<file path="src/rtl/mips_pkg.sv">
// Shared Mips32 datapath constants, the fetch-queue entry type and PC helpers.
`default_nettype none

package mips_pkg;

  localparam int XLEN        = 32;
  localparam int INSTR_BYTES = 4;

  localparam logic [XLEN-1:0] RESET_PC_DEFAULT = 32'h0000_0000;
  localparam logic [XLEN-1:0] NOP_INSTR        = 32'h0000_0000;

  typedef struct packed {
    logic [XLEN-1:0] pc;
    logic [XLEN-1:0] instr;
  } fetch_entry_t;

  function automatic logic [XLEN-1:0] next_pc(input logic [XLEN-1:0] pc);
    return pc + XLEN'(INSTR_BYTES);
  endfunction

  function automatic logic [XLEN-1:0] align_pc(input logic [XLEN-1:0] pc);
    return pc & ~XLEN'(INSTR_BYTES - 1);
  endfunction

endpackage

`default_nettype wire

</file>
<file path="src/rtl/pf_fifo.sv">
// Synchronous in-order FIFO with synchronous flush; head is read straight from storage registers.
`default_nettype none

module pf_fifo #(
  parameter  int WIDTH = 64,
  parameter  int DEPTH = 4,
  localparam int AW    = $clog2(DEPTH),
  localparam int CW    = $clog2(DEPTH + 1)
) (
  input  logic             clk,
  input  logic             rst_n,
  input  logic             flush,
  input  logic             push,
  input  logic [WIDTH-1:0] push_data,
  input  logic             pop,
  output logic [WIDTH-1:0] head,
  output logic [CW-1:0]    count,
  output logic             empty
);

  logic [WIDTH-1:0] mem_q [DEPTH];
  logic [WIDTH-1:0] mem_d [DEPTH];
  logic [AW-1:0]    rd_ptr_q, rd_ptr_d;
  logic [AW-1:0]    wr_ptr_q, wr_ptr_d;
  logic [CW-1:0]    count_q, count_d;
  logic             do_push, do_pop, full;

  assign empty   = (count_q == '0);
  assign full    = (count_q == CW'(DEPTH));
  assign do_pop  = pop && !empty;
  // A full queue still accepts a push when the head leaves in the same cycle.
  assign do_push = push && (!full || do_pop);

  always_comb begin
    mem_d    = mem_q;
    rd_ptr_d = rd_ptr_q;
    wr_ptr_d = wr_ptr_q;
    count_d  = count_q;
    if (flush) begin
      rd_ptr_d = '0;
      wr_ptr_d = '0;
      count_d  = '0;
    end else begin
      if (do_push) begin
        mem_d[wr_ptr_q] = push_data;
        wr_ptr_d        = wr_ptr_q + AW'(1);
      end
      if (do_pop) begin
        rd_ptr_d = rd_ptr_q + AW'(1);
      end
      count_d = count_q + CW'(do_push) - CW'(do_pop);
    end
  end

  always_ff @(posedge clk or negedge rst_n) begin
    if (!rst_n) begin
      mem_q    <= '{default: '0};
      rd_ptr_q <= '0;
      wr_ptr_q <= '0;
      count_q  <= '0;
    end else begin
      mem_q    <= mem_d;
      rd_ptr_q <= rd_ptr_d;
      wr_ptr_q <= wr_ptr_d;
      count_q  <= count_d;
    end
  end

  assign head  = mem_q[rd_ptr_q];
  assign count = count_q;

endmodule

`default_nettype wire

</file>
<file path="src/rtl/instr_prefetch_queue.sv">
// Sequential instruction prefetcher: credit-limited memory reads, in-order {pc, instr} queue,
// redirect flush with discard of in-flight responses.
`default_nettype none

module instr_prefetch_queue
  import mips_pkg::*;
#(
  parameter int              DEPTH    = 4,
  parameter logic [XLEN-1:0] RESET_PC = RESET_PC_DEFAULT
) (
  input  logic            clk,
  input  logic            rst_n,
  output logic            imem_req_valid,
  input  logic            imem_req_ready,
  output logic [XLEN-1:0] imem_addr,
  input  logic            imem_rsp_valid,
  input  logic [XLEN-1:0] imem_rsp_data,
  input  logic            redirect_valid,
  input  logic [XLEN-1:0] redirect_pc,
  output logic            out_valid,
  input  logic            out_ready,
  output logic [XLEN-1:0] out_instr,
  output logic [XLEN-1:0] out_pc,
  output logic [XLEN-1:0] out_pc_plus4
);

  localparam int CW = $clog2(DEPTH + 1);

  logic [XLEN-1:0] fetch_pc_q, fetch_pc_d;
  logic [XLEN-1:0] rsp_pc_q, rsp_pc_d;
  logic [CW-1:0]   inflight_q, inflight_d;
  logic [CW-1:0]   discard_q, discard_d;

  logic [CW-1:0]   q_count;
  logic            q_empty;
  fetch_entry_t    q_head;
  fetch_entry_t    push_entry;
  logic            credit_ok, req_fire, rsp_keep;

  // Occupancy plus outstanding reads never exceeds DEPTH, so every response has a slot.
  assign credit_ok      = ({1'b0, q_count} + {1'b0, inflight_q}) < (CW+1)'(DEPTH);
  assign imem_req_valid = rst_n && !redirect_valid && credit_ok;
  assign imem_addr      = fetch_pc_q;
  assign req_fire       = imem_req_valid && imem_req_ready;
  assign rsp_keep       = imem_rsp_valid && !redirect_valid && (discard_q == '0);

  assign push_entry.pc    = rsp_pc_q;
  assign push_entry.instr = imem_rsp_data;

  always_comb begin
    fetch_pc_d = fetch_pc_q;
    rsp_pc_d   = rsp_pc_q;
    discard_d  = discard_q;
    inflight_d = inflight_q + CW'(req_fire) - CW'(imem_rsp_valid);
    if (redirect_valid) begin
      fetch_pc_d = align_pc(redirect_pc);
      rsp_pc_d   = align_pc(redirect_pc);
      discard_d  = inflight_d;
    end else begin
      if (req_fire) begin
        fetch_pc_d = next_pc(fetch_pc_q);
      end
      if (imem_rsp_valid) begin
        if (discard_q != '0) begin
          discard_d = discard_q - CW'(1);
        end else begin
          rsp_pc_d = next_pc(rsp_pc_q);
        end
      end
    end
  end

  always_ff @(posedge clk or negedge rst_n) begin
    if (!rst_n) begin
      fetch_pc_q <= RESET_PC;
      rsp_pc_q   <= RESET_PC;
      inflight_q <= '0;
      discard_q  <= '0;
    end else begin
      fetch_pc_q <= fetch_pc_d;
      rsp_pc_q   <= rsp_pc_d;
      inflight_q <= inflight_d;
      discard_q  <= discard_d;
    end
  end

  pf_fifo #(
    .WIDTH ($bits(fetch_entry_t)),
    .DEPTH (DEPTH)
  ) u_queue (
    .clk       (clk),
    .rst_n     (rst_n),
    .flush     (redirect_valid),
    .push      (rsp_keep),
    .push_data (push_entry),
    .pop       (out_ready),
    .head      (q_head),
    .count     (q_count),
    .empty     (q_empty)
  );

  assign out_valid    = !q_empty;
  assign out_instr    = q_head.instr;
  assign out_pc       = q_head.pc;
  assign out_pc_plus4 = next_pc(q_head.pc);

endmodule

`default_nettype wire

</file>
<file path="config.mk">
export PLATFORM = sky130hd
export DESIGN_NAME = instr_prefetch_queue
export DESIGN_NICKNAME = d
export VERILOG_FILES = /design/src/rtl/mips_pkg.sv /design/src/rtl/pf_fifo.sv /design/src/rtl/instr_prefetch_queue.sv
export SDC_FILE = /design/constraint.sdc
export NUM_CORES = 1
export LEC_CHECK = 0
export CAP_MARGIN = 20
export CORE_AREA = 5 5 229 164
export CTS_CLUSTER_DIAMETER = 80
export CTS_CLUSTER_SIZE = 30
export DETAILED_ROUTE_END_ITERATION = 8
export DIE_AREA = 0 0 234 169
export PLACE_DENSITY = 0.81
export SETUP_SLACK_MARGIN = 0.1
export SYNTH_ARGS = -nofsm -noshare
export SYNTH_HDL_FRONTEND = slang
export SYNTH_SLANG_ARGS = --single-unit
</file>
<file path="constraint.sdc">
create_clock -name clk -period 3.2 [get_ports clk]
set_clock_uncertainty 0.15 [all_clocks]
set_input_delay 0.48 -clock clk [delete_from_list [all_inputs] [get_ports clk]]
set_output_delay 0.48 -clock clk [all_outputs]
set_load 0.02 [all_outputs]
</file>
# Word-level counts from Yosys, hierarchy flattened
# Cells that the tools add are included.
# W data, S select, Z words.
[word_totals]
ff_bits = 333
out_inout_bits = 130
wordCells = 73
in_bits = 70
[op_classes]
n_mux = 19
add_sub_neg = 11
magnitude_cmp = 4
n_eq_ne = 2
n_bitwise = 3
n_reduce_logical = 23
[op_table]
columns = ["cell", "count"]
rows = [
  ["$bwmux W256", 1],
  ["$mux W64", 3],
  ["$mux W32", 5],
  ["$bmux W64 S2", 1],
  ["$demux W64 S2", 1],
  ["$add A32 B3 Y32 const B", 3],
  ["$mux W3", 4],
  ["$reduce_bool A2 Y1", 5],
  ["$logic_and A1 B1 Y1", 8],
  ["$mux W2", 4],
  ["$add A3 B1 Y3", 2],
  ["$ge A3 B3 Y1 const B", 2],
  ["$logic_not A3 Y1", 2],
  ["$not A2 Y3", 2],
  ["$reduce_and A2 Y1", 3],
  ["$sub A3 B1 Y3", 2],
  ["$add A2 B1 Y2 const B", 2],
  ["$add A3 B3 Y4", 1],
  ["$lt A4 B3 Y1 const B", 1],
  ["$eq A3 B3 Y1 const B", 1],
  ["$logic_not A1 Y1", 3],
  ["$lt A3 B1 Y1 const B", 1],
  ["$reduce_bool A3 Y1", 1],
  ["$sub A3 B1 Y3 const B", 1],
  ["3 further kinds", 3],
]

# Longest topological paths before layout
# Gate-level depths: netlist (run 1).
[logic_depth]
ltp_word = 8
mapped_depth = 14
mapped_depth_nobuf = 13

# Hierarchy
# From an unflattened synthesis (run 1), not the netlist that was laid out.
[unflattened]
cells_unflattened = 1147
area_unflattened_um2 = 16530.9
[modules_own_cells]
columns = ["module", "n_inst", "seq_area_each_um2", "area_each_um2", "cells_each"]
rows = [
  ["pf_fifo", 1, 6581.3, 12214.2, 664],
  ["instr_prefetch_queue", 1, 1651.6, 4316.6, 483],
]

# Least setup slack after synthesis (run 1)
# No wires, ideal clock.
[synth_timing]
path_type = "register to register"
start = "register inflight_q[2]"
end = "register discard_q[2]"
t_arrival_ps = 2752
n_path_buf = 1
setup_time_ps = 136
slack_ps = 162
period_less_slack_ps = 3038
path_stages_with_launch = 15
t_required_ps = 2914
cell_sequence = "dfrtp_1 ha_1 nor4b_1 and4_1 clkinv_1 clkbuf_1 ha_1 inv_1 ha_1 inv_1 fa_1 xnor2_1 xnor2_1 nand2_1 o21ai_0"
[synth_via]
elab_chain_cells = 7
[synth_lines]
columns = ["item", "line_no", "text"]
rows = [
  ["start, declared", "instr_prefetch_queue.sv:31", "logic [CW-1:0] inflight_q, inflight_d;"],
  ["start signal, assigned", "instr_prefetch_queue.sv:82", "inflight_q <= inflight_d;"],
  ["$add A3 B3 Y4", "instr_prefetch_queue.sv:41", "assign credit_ok = ({1'b0, q_count} + {1'b0, inflight_q}) < (CW+1)'(DEPTH);"],
  ["$lt A4 B3 Y1", "instr_prefetch_queue.sv:41", ""],
  ["$logic_and A1 B1 Y1", "instr_prefetch_queue.sv:42", "assign imem_req_valid = rst_n && !redirect_valid && credit_ok;"],
  ["$logic_and A1 B1 Y1", "instr_prefetch_queue.sv:44", "assign req_fire = imem_req_valid && imem_req_ready;"],
  ["$add A3 B1 Y3 (*)", "instr_prefetch_queue.sv:54", "inflight_d = inflight_q + CW'(req_fire) - CW'(imem_rsp_valid);"],
  ["$sub A3 B1 Y3 (*)", "instr_prefetch_queue.sv:54", ""],
  ["net inflight_d[2]", "instr_prefetch_queue.sv:31", ""],
  ["$mux W3 (*)", "instr_prefetch_queue.sv:55", "if (redirect_valid) begin"],
  ["end signal, assigned", "instr_prefetch_queue.sv:83", "discard_q <= discard_d;"],
  ["end, declared", "instr_prefetch_queue.sv:32", "logic [CW-1:0] discard_q, discard_d;"],
]
# The timed path passes the listed nets; every way through them passes the cells marked *.
# A chain may end at the register's enable or synchronous reset.

# Worst setup path after layout (run 1)
[layout_timing]
start = "register u_queue.rd_ptr_q[0]"
end = "output port out_pc_plus4[27]"
[layout_via]
elab_chain_cells = 5
[layout_lines]
columns = ["item", "line_no", "text"]
rows = [
  ["start, declared", "pf_fifo.sv:23", "logic [AW-1:0] rd_ptr_q, rd_ptr_d;"],
  ["start signal, assigned", "pf_fifo.sv:63", "rd_ptr_q <= rd_ptr_d;"],
  ["$not A2 Y3 (implied by the code)", "pf_fifo.sv:69", "assign head = mem_q[rd_ptr_q];"],
  ["$bmux W64 S2", "pf_fifo.sv:69", ""],
  ["$mux W64 (implied by the code) (2 in a row)", "pf_fifo.sv:69", ""],
  ["$add A32 B3 Y32", "mips_pkg.sv:18", "return pc + XLEN'(INSTR_BYTES);"],
  ["end, declared", "instr_prefetch_queue.sv:24", "output logic [XLEN-1:0] out_pc_plus4"],
]
# Every way passes these cells. The select of a mux whose other input is x is not followed.

==> reports/metrics.cfg, run 1 <==
[sta]
setup_viol=24
max-slew-margin-rel_pct=35.1
finalWorstSetupSlack_ns=-0.314
layout_min_cycle_time_ns=3.51
worstMarginPinSlew_ns=0.974
finalCritPeriodShare_pct=110
max_freq_ghz=0.285
drv_slew=0
hold_viol=0
rsz0062_at_grt=yes
hold_slack_ns=0.307

[global_route]
gr-usage-all-layers_pct=19.9
overflow=0
grt_pass1_wl_um=63200
grt_pass1_vias=11000
antenna_found_initial=1
grt_start_max_net_pins=77

[synth]
synth_top_area_share_pct=51.5
synth_cell_types=59
synth_flop_cell=dfrtp_1
synth-seq-cells=321
synth-edff-count=0
yosysSeqAreaShare_pct=51.5
yosys_warnings=0
syn_inst=1148
netlist_area_sq_mm=0.0156
synth.area.top_cells=dfrtp_1 (52%), mux2_2 (18%), mux4_2 (7.9%)
async_reset_ff_share_pct=100
synth_top_area_cell=dfrtp_1
avgSynthCellArea_sq_um=13.6

[cells_and_area]
final_util_pct=55.3
fill_cells=2840
drive_above_1_share_pct=40.2
fin_nets=1491
area_delta_synth_final_pct=25.1
diodes=0
postLayoutCellArea_sq_mm=0.0195

[hold_path]
hold_start=redirect_valid
hold_class=primary input to flip-flop

[placement]
dp_hpwl_um=27200
portBuffers=191
placed_cell_area_sq_mm=0.0184
gp_congestion=0.900

[worst_setup_path]
worstPathArrival_ns=2.88
path_max_fanout=8
required_ns=2.57
cp-startpoint=u_queue.rd_ptr_q[0]$_DFFE_PN0P_
critical_path_class=flip-flop to output pin
cp-start-kind=flip-flop
reg2reg_slack_ns=0.34
r2r_start=inflight_q[2]$_DFF_PN0_
endpoint_kind=output pin
rr_worst_depth=13
crit_path_end=out_pc_plus4[27]
r2r_end=discard_q[2]$_DFFE_PN0P_

[run_status]
outcome=finished with violations
violations=setup timing

[route]
drt_pass1_iterations=5
ant_nets=0
drtIter0Drc=772
drc=0
vias=10460
wl_per_cell_um=21.0
avgViaCountPerCell=5.53
drt-total-wl_um=39700

[die]
dieHeight_um=169
start_util_pct=44.2
core-area_sq_mm=0.0353
die_w_um=234
rows=58
die_area_sq_mm=0.0395
io_pins=200

[power_and_ir_drop]
p_seq_share_pct=36.1
powerDensity_mw_per_mm2=802
power_frac_clock_pct=14.4
ir_drop_v=0.000560
swShare_pct=36.7
p_comb_share_pct=49.5
internal_power_mw=9.91
p_leak_nw=8.80
p_sw_mw=5.73

[clocking]
insertion_delay_ns=0.51
cts_root_buf=clkbuf_16
cts_tree=done
htreeDepth=1
clk_pin_slew_ns=0.12
cts_inserted_buffers=15
clockBufferDepth=3
cts_sinks=321

[run]
max_cap_violations=0

-- how the worst min path moves through the flow --
stage               cells past startpoint  slack (ns)                               to
floorplan                               0        0.03         discard_q[0]$_DFFE_PN0P_
global placement                        1        0.33   u_queue.mem_q[234]$_DFFE_PN0P_
detailed placement                      1        0.34    u_queue.mem_q[92]$_DFFE_PN0P_
CTS                                     4        0.28  u_queue.wr_ptr_q[0]$_DFFE_PN0P_
global route                            4        0.29  u_queue.wr_ptr_q[0]$_DFFE_PN0P_
finish                                  4        0.31  u_queue.wr_ptr_q[0]$_DFFE_PN0P_
-- power groups by stage --
stage               Sequential [mW]  Combinational (mW)  Clock, mW
finish                         5.64                7.74       2.26
global route                   5.77                8.23       2.49
CTS                            5.63                7.20       2.34
detailed placement             5.73                7.14          0
global placement               5.65                6.99          0
floorplan                      5.50                4.16          0
-- flip-flops by register name, indices dropped and copies added, names as in the netlist --
| name | flops |
|---|---|
| discard_q | 3 |
| u_queue.wr_ptr_q | 2 |
| inflight_q | 3 |
| imem_addr | 30 |
| u_queue.rd_ptr_q | 2 |
| u_queue.mem_q | 248 |
| rsp_pc_q | 30 |
| u_queue.count | 3 |
-- final cells by class --
cell class | instances | area [sq um] | area share (%)
clock buffer | 19 | 400 | 2.05
clock inverter | 5 | 50.0 | 0.257
inverter | 25 | 93.8 | 0.481
multi-input combinational | 733 | 7260 | 37.2
sequential | 321 | 8040 | 41.2
tap | 480 | 601 | 3.08
timing repair buffer | 308 | 3060 | 15.7
-- per-stage QoR --
| step | TNS [ns] | worst slack, ns | total power, mW | instances |
|---|---|---|---|---|
| CTS | -5.33 | -0.324 | 15.2 | 1878 |
| global route | -8.95 | -0.440 | 16.5 | 1891 |
| global placement | -1.97 | -0.260 | 12.6 | 1829 |
| floorplan | 0 | 0.162 | 9.66 | 1153 |
| detailed placement | -3.11 | -0.341 | 12.9 | 1829 |
| finish | -5.44 | -0.314 | 15.6 | 1891 |
-- per-layer routing --
layer	vias to the layer above	global-route usage (%)	wire length, um
met5	-	0	13
met4	2	3.11	656
met3	42	3.82	2210
met2	243	32.2	19100
met1	5486	28.6	17600
li1	4687	-	-
-- cell families after synthesis --
group | Yosys count | share of synthesized area [%]
flops | 321 | 51.5
mux | 319 | 27.7
simple gates | 239 | 8.55
buf+inv | 99 | 3.69
compound gates | 85 | 3.34
xor+xnor | 67 | 3.76
fa+ha+maj | 17 | 1.46
other cells | 1 | 0.0240
-- timing repair --
action,in CTS,in global routing
gates cloned,2,0
setup endpoints to repair,91,72
pin swaps,14,38
endpoints found under the hold margin,3,0
setup buffers,22,15
hold buffers,1,0
gates resized for setup,286,153
-- worst max-delay path, stage by stage, from the launching register on --
cell and delay (ns):
dfrtp_4 0.56, buf_4 0.17, buf_16 0.14, mux4_2 0.37
nand4_4 0.13, buf_6 0.16, nor4_4 0.14, buf_6 0.19
nand4_1 0.12, xnor2_1 0.20, buf_4 0.17
-- synthesized netlist by cell type, types with 5 or more instances --
| library cell | count |
|---|---|
| mux2_2 | 255 |
| nor3_1 | 10 |
| or3_1 | 6 |
| nor2_1 | 27 |
| o211ai_1 | 10 |
| clkbuf_1 | 24 |
| nand4_1 | 28 |
| inv_1 | 23 |
| mux4_1 | 7 |
| nand3_1 | 41 |
| a21oi_1 | 8 |
| ha_1 | 15 |
| nand2_1 | 67 |
| dfrtp_1 | 321 |
| and4_1 | 5 |
| o311ai_0 | 6 |
| a31oi_1 | 8 |
| nor4_1 | 6 |
| o21ai_0 | 42 |
| and2_1 | 10 |
| mux4_2 | 55 |
| buf_4 | 32 |
| xnor2_1 | 35 |
| buf_2 | 9 |
| xor2_1 | 32 |
| and3_1 | 9 |
-- cell usage in the layout (no fill, tap or decap), types with 5 or more instances in the layout --
cell type / count
buf_4: 94
buf_12: 13
nand2_4: 5
mux4_2: 61
xnor2_1: 22
o21ai_0: 42
xor2_1: 32
nor3_1: 10
mux2_2: 255
clkbuf_2: 8
xnor2_2: 13
dfrtp_1: 317
ha_1: 14
buf_6: 49
and3_1: 9
or3_1: 5
conb_1: 6
a31oi_1: 8
buf_16: 5
clkdlybuf4s50_1: 97
o211ai_1: 10
nand4_1: 28
nand3_1: 38
and4_1: 5
and2_1: 6
nand2_1: 61
nor2_1: 22
dlygate4sd2_1: 25
a21oi_1: 8
nor4_1: 5
o311ai_0: 6
clkdlybuf4s15_1: 9
inv_1: 23
clkbuf_16: 15
Power figures use the tool's default switching activity.
==> run 2, diff against run 1 <==
--- a/config.mk
+++ b/config.mk
@@ -11,6 +11,7 @@
 export CTS_CLUSTER_SIZE = 30
 export DETAILED_ROUTE_END_ITERATION = 8
 export DIE_AREA = 0 0 234 169
+export MAX_ROUTING_LAYER = met4
 export PLACE_DENSITY = 0.81
 export SETUP_SLACK_MARGIN = 0.1
 export SYNTH_ARGS = -nofsm -noshare
==> run 2 against run 1 <==
Compared with the run above: the run still ends with setup timing left; first-iteration DRC count increased by 0.39%; combinational power decreased by 8.0%; sequential share of layout area increased by 0.76 points; design area decreased by 1.8%; largest power group unchanged; worst hold slack improved by 0.0081 ns; sequential power about the same; via count increased by 0.18%; critical endpoint is now out_pc_plus4[31]; highest routed layer is now met4; total power decreased by 4.2%; register-to-register slack got worse by 0.02 ns; core utilization decreased by 1.0 points; largest cell class unchanged.
==> reports/metrics.cfg, run 2 (synthesis gave the netlist of run 1 again) <==
[die]
rows=58  ; unchanged
io_pins=200  ; unchanged
core-area_sq_mm=0.0353  ; unchanged
die_area_sq_mm=0.0395  ; unchanged
dieHeight_um=169  ; unchanged
die_w_um=234  ; unchanged
start_util_pct=44.2  ; unchanged

[cells_and_area]
fill_cells=2949  ; +3.8%
final_util_pct=54.3  ; -1.0 points
top_register=u_queue.mem_q
seq_area_sq_mm=0.00804  ; about the same
fin_cells=1873  ; -0.95%
area_delta_synth_final_pct=22.8
final_common_cell=dfrtp_1
multiInputGateArea_sq_mm=0.00721  ; -0.64%
largest_register_ffs=248  ; unchanged
final_cell_mix=dfrtp_1 (318), mux2_2 (255), clkdlybuf4s50_1 (115)
postLayoutCellArea_sq_mm=0.0192  ; -1.8%
drive_above_1_share_pct=36.9  ; -3.3 points
fin_nets=1474  ; -1.1%

[clocking]
cts_root_buf=clkbuf_16
insertion_delay_ns=0.51  ; about the same
clk_pin_slew_ns=0.11  ; about the same
cts_tree=done
clockBufferDepth=3  ; unchanged
cts_sinks=321  ; unchanged
cts_inserted_buffers=15  ; unchanged
htreeDepth=1  ; unchanged

[worst_setup_path]
endpoint_kind=output pin
critPathTopFamily=buffers and inverters
path_max_fanout=17  ; +9
required_ns=2.57  ; about the same
critical_path_class=flip-flop to output pin
path_cells=buf_12 > buf_12 > mux4_2 > nand4_1 > nor4_4 > buf_4 > nand2_1 > xnor2_1 > buf_4
slowest_delay_ns=0.50  ; -0.06 ns
cp-start-kind=flip-flop
crit_buf_inv=4  ; -1
reg2reg_slack_ns=0.32  ; -0.02 ns
cp_slowest_cell=dfrtp_4
worstPathArrival_ns=2.85  ; -0.03 ns

[sta]
drv_slew=0  ; unchanged
rsz0062_at_grt=yes
setup_viol=38  ; +58%
finalCritPeriodShare_pct=109  ; -1.2 points
finalWorstSetupSlack_ns=-0.276  ; +0.0388 ns
max-slew-margin-rel_pct=39.0  ; +3.9 points
worstMarginPinSlew_ns=0.915  ; -0.0592 ns
layout_min_cycle_time_ns=3.48  ; -0.0388 ns
max_freq_ghz=0.288  ; +1.1%
hold_slack_ns=0.315  ; +0.00807 ns
hold_viol=0  ; unchanged
fin_setup_tns_ns=-4.95  ; +0.490 ns

[power_and_ir_drop]
p_sw_mw=5.54  ; -3.5%
ir_drop_v=0.000493  ; -12%
p_seq_share_pct=37.6  ; +1.5 points
finalPower_mw=15.0  ; -4.2%
p_leak_nw=8.59  ; -2.4%
swShare_pct=36.9  ; +0.29 points
p_comb_share_pct=47.5  ; -2.0 points
internal_power_mw=9.45  ; -4.7%
power_frac_clock_pct=14.9  ; +0.5 points
powerDensity_mw_per_mm2=782  ; -2.4%

[global_route]
gr-usage-all-layers_pct=20.3  ; +0.42 points
grt_pass1_wl_um=62300  ; -1.5%
overflow=0  ; unchanged
grt_start_max_net_pins=75  ; -2.6%
grt_pass1_vias=10844  ; -1.4%
antenna_found_initial=1  ; unchanged

[run_status]
outcome=finished with violations
violations=setup timing

[route]
drc=0  ; unchanged
wl_per_cell_um=21.0  ; +0.21%
drt_pass1_iterations=5  ; unchanged
drt-total-wl_um=39400  ; -0.74%
avgViaCountPerCell=5.59  ; +1.1%
ant_nets=0  ; unchanged
vias=10479  ; +0.18%
drtIter0Drc=775  ; +0.39%

[placement]
dp_hpwl_um=27600  ; +1.3%
dpl.cell_count=1828  ; -0.055%
gp_congestion=0.912  ; +1.4%
placed_cell_area_sq_mm=0.0184  ; about the same
portBuffers=191  ; unchanged
pre_cts_ws_ns=-0.335  ; +0.00578 ns

[run]
max_cap_violations=0  ; unchanged

[hold_path]
hold_class=primary input to flip-flop

[run 2: final cells by class]
type                    instances  share of cell area (%)
inverters                      25                   0.490
well taps                     480                    3.14
diodes                          1                  0.0131
multi-input cells             733                    37.7
clock buffers                  17                    2.05
flip-flops and latches        321                    42.0
repair buffers                291                    14.4
clock inverters                 5                   0.242
[run 2: worst reg2reg max path: cells and delay by family (launching register included)]
family                   cells  cell delay, ns
adder cells (fa/ha/maj)      4            0.97
AO/OA/AOI/OAI                1            0.10
buffers and inverters        3            0.19
XOR/XNOR                     2            0.38
flip-flops                   1            0.44
AND/OR/NAND/NOR              3            0.57
[run 2: path summary, 6_finish.rpt]
path / startpoint / to / cells after the start
worst max-delay path: u_queue.rd_ptr_q[0]$_DFFE_PN0P_ / out_pc_plus4[31] / 9
worst min-delay path: redirect_valid / u_queue.wr_ptr_q[1]$_DFFE_PN0P_ / 5
worst max register to register: u_queue.count[2]$_DFF_PN0_ / discard_q[2]$_DFFE_PN0P_ / 13
worst min register to register: u_queue.mem_q[80]$_DFFE_PN0P_ / u_queue.mem_q[80]$_DFFE_PN0P_ / 1
max in group asynchronous: rst_n / u_queue.mem_q[37]$_DFFE_PN0P_ / 4
min in group asynchronous: rst_n / rsp_pc_q[8]$_DFFE_PN0P_ / 3
[run 2: timing repair]
item                                   CTS  global route
setup endpoints to repair               91            51
endpoints found under the hold margin   48             0
pin swaps                               21            16
buffers inserted                        11             9
gates resized for setup                216            27
hold buffers                             1             0
[run 2: power groups by stage]
stage / combinational (mW) / sequential, mW / clock (mW)
finish: 7.12 / 5.63 / 2.23
detailed placement: 7.13 / 5.74 / 0
global route: 7.61 / 5.75 / 2.44
CTS: 7.01 / 5.62 / 2.30
global placement: 6.95 / 5.66 / 0
floorplan: 4.16 / 5.50 / 0
[run 2: metal layers]
layer	up-vias	wire (um)	GRT usage [%]	part of all wire, %
met5	-	0	-	0
met3	48	2210	3.84	5.6
li1	4671	-	-	-
met2	297	19100	32.1	49
met4	0	639	3.50	1.6
met1	5463	17400	28.0	44
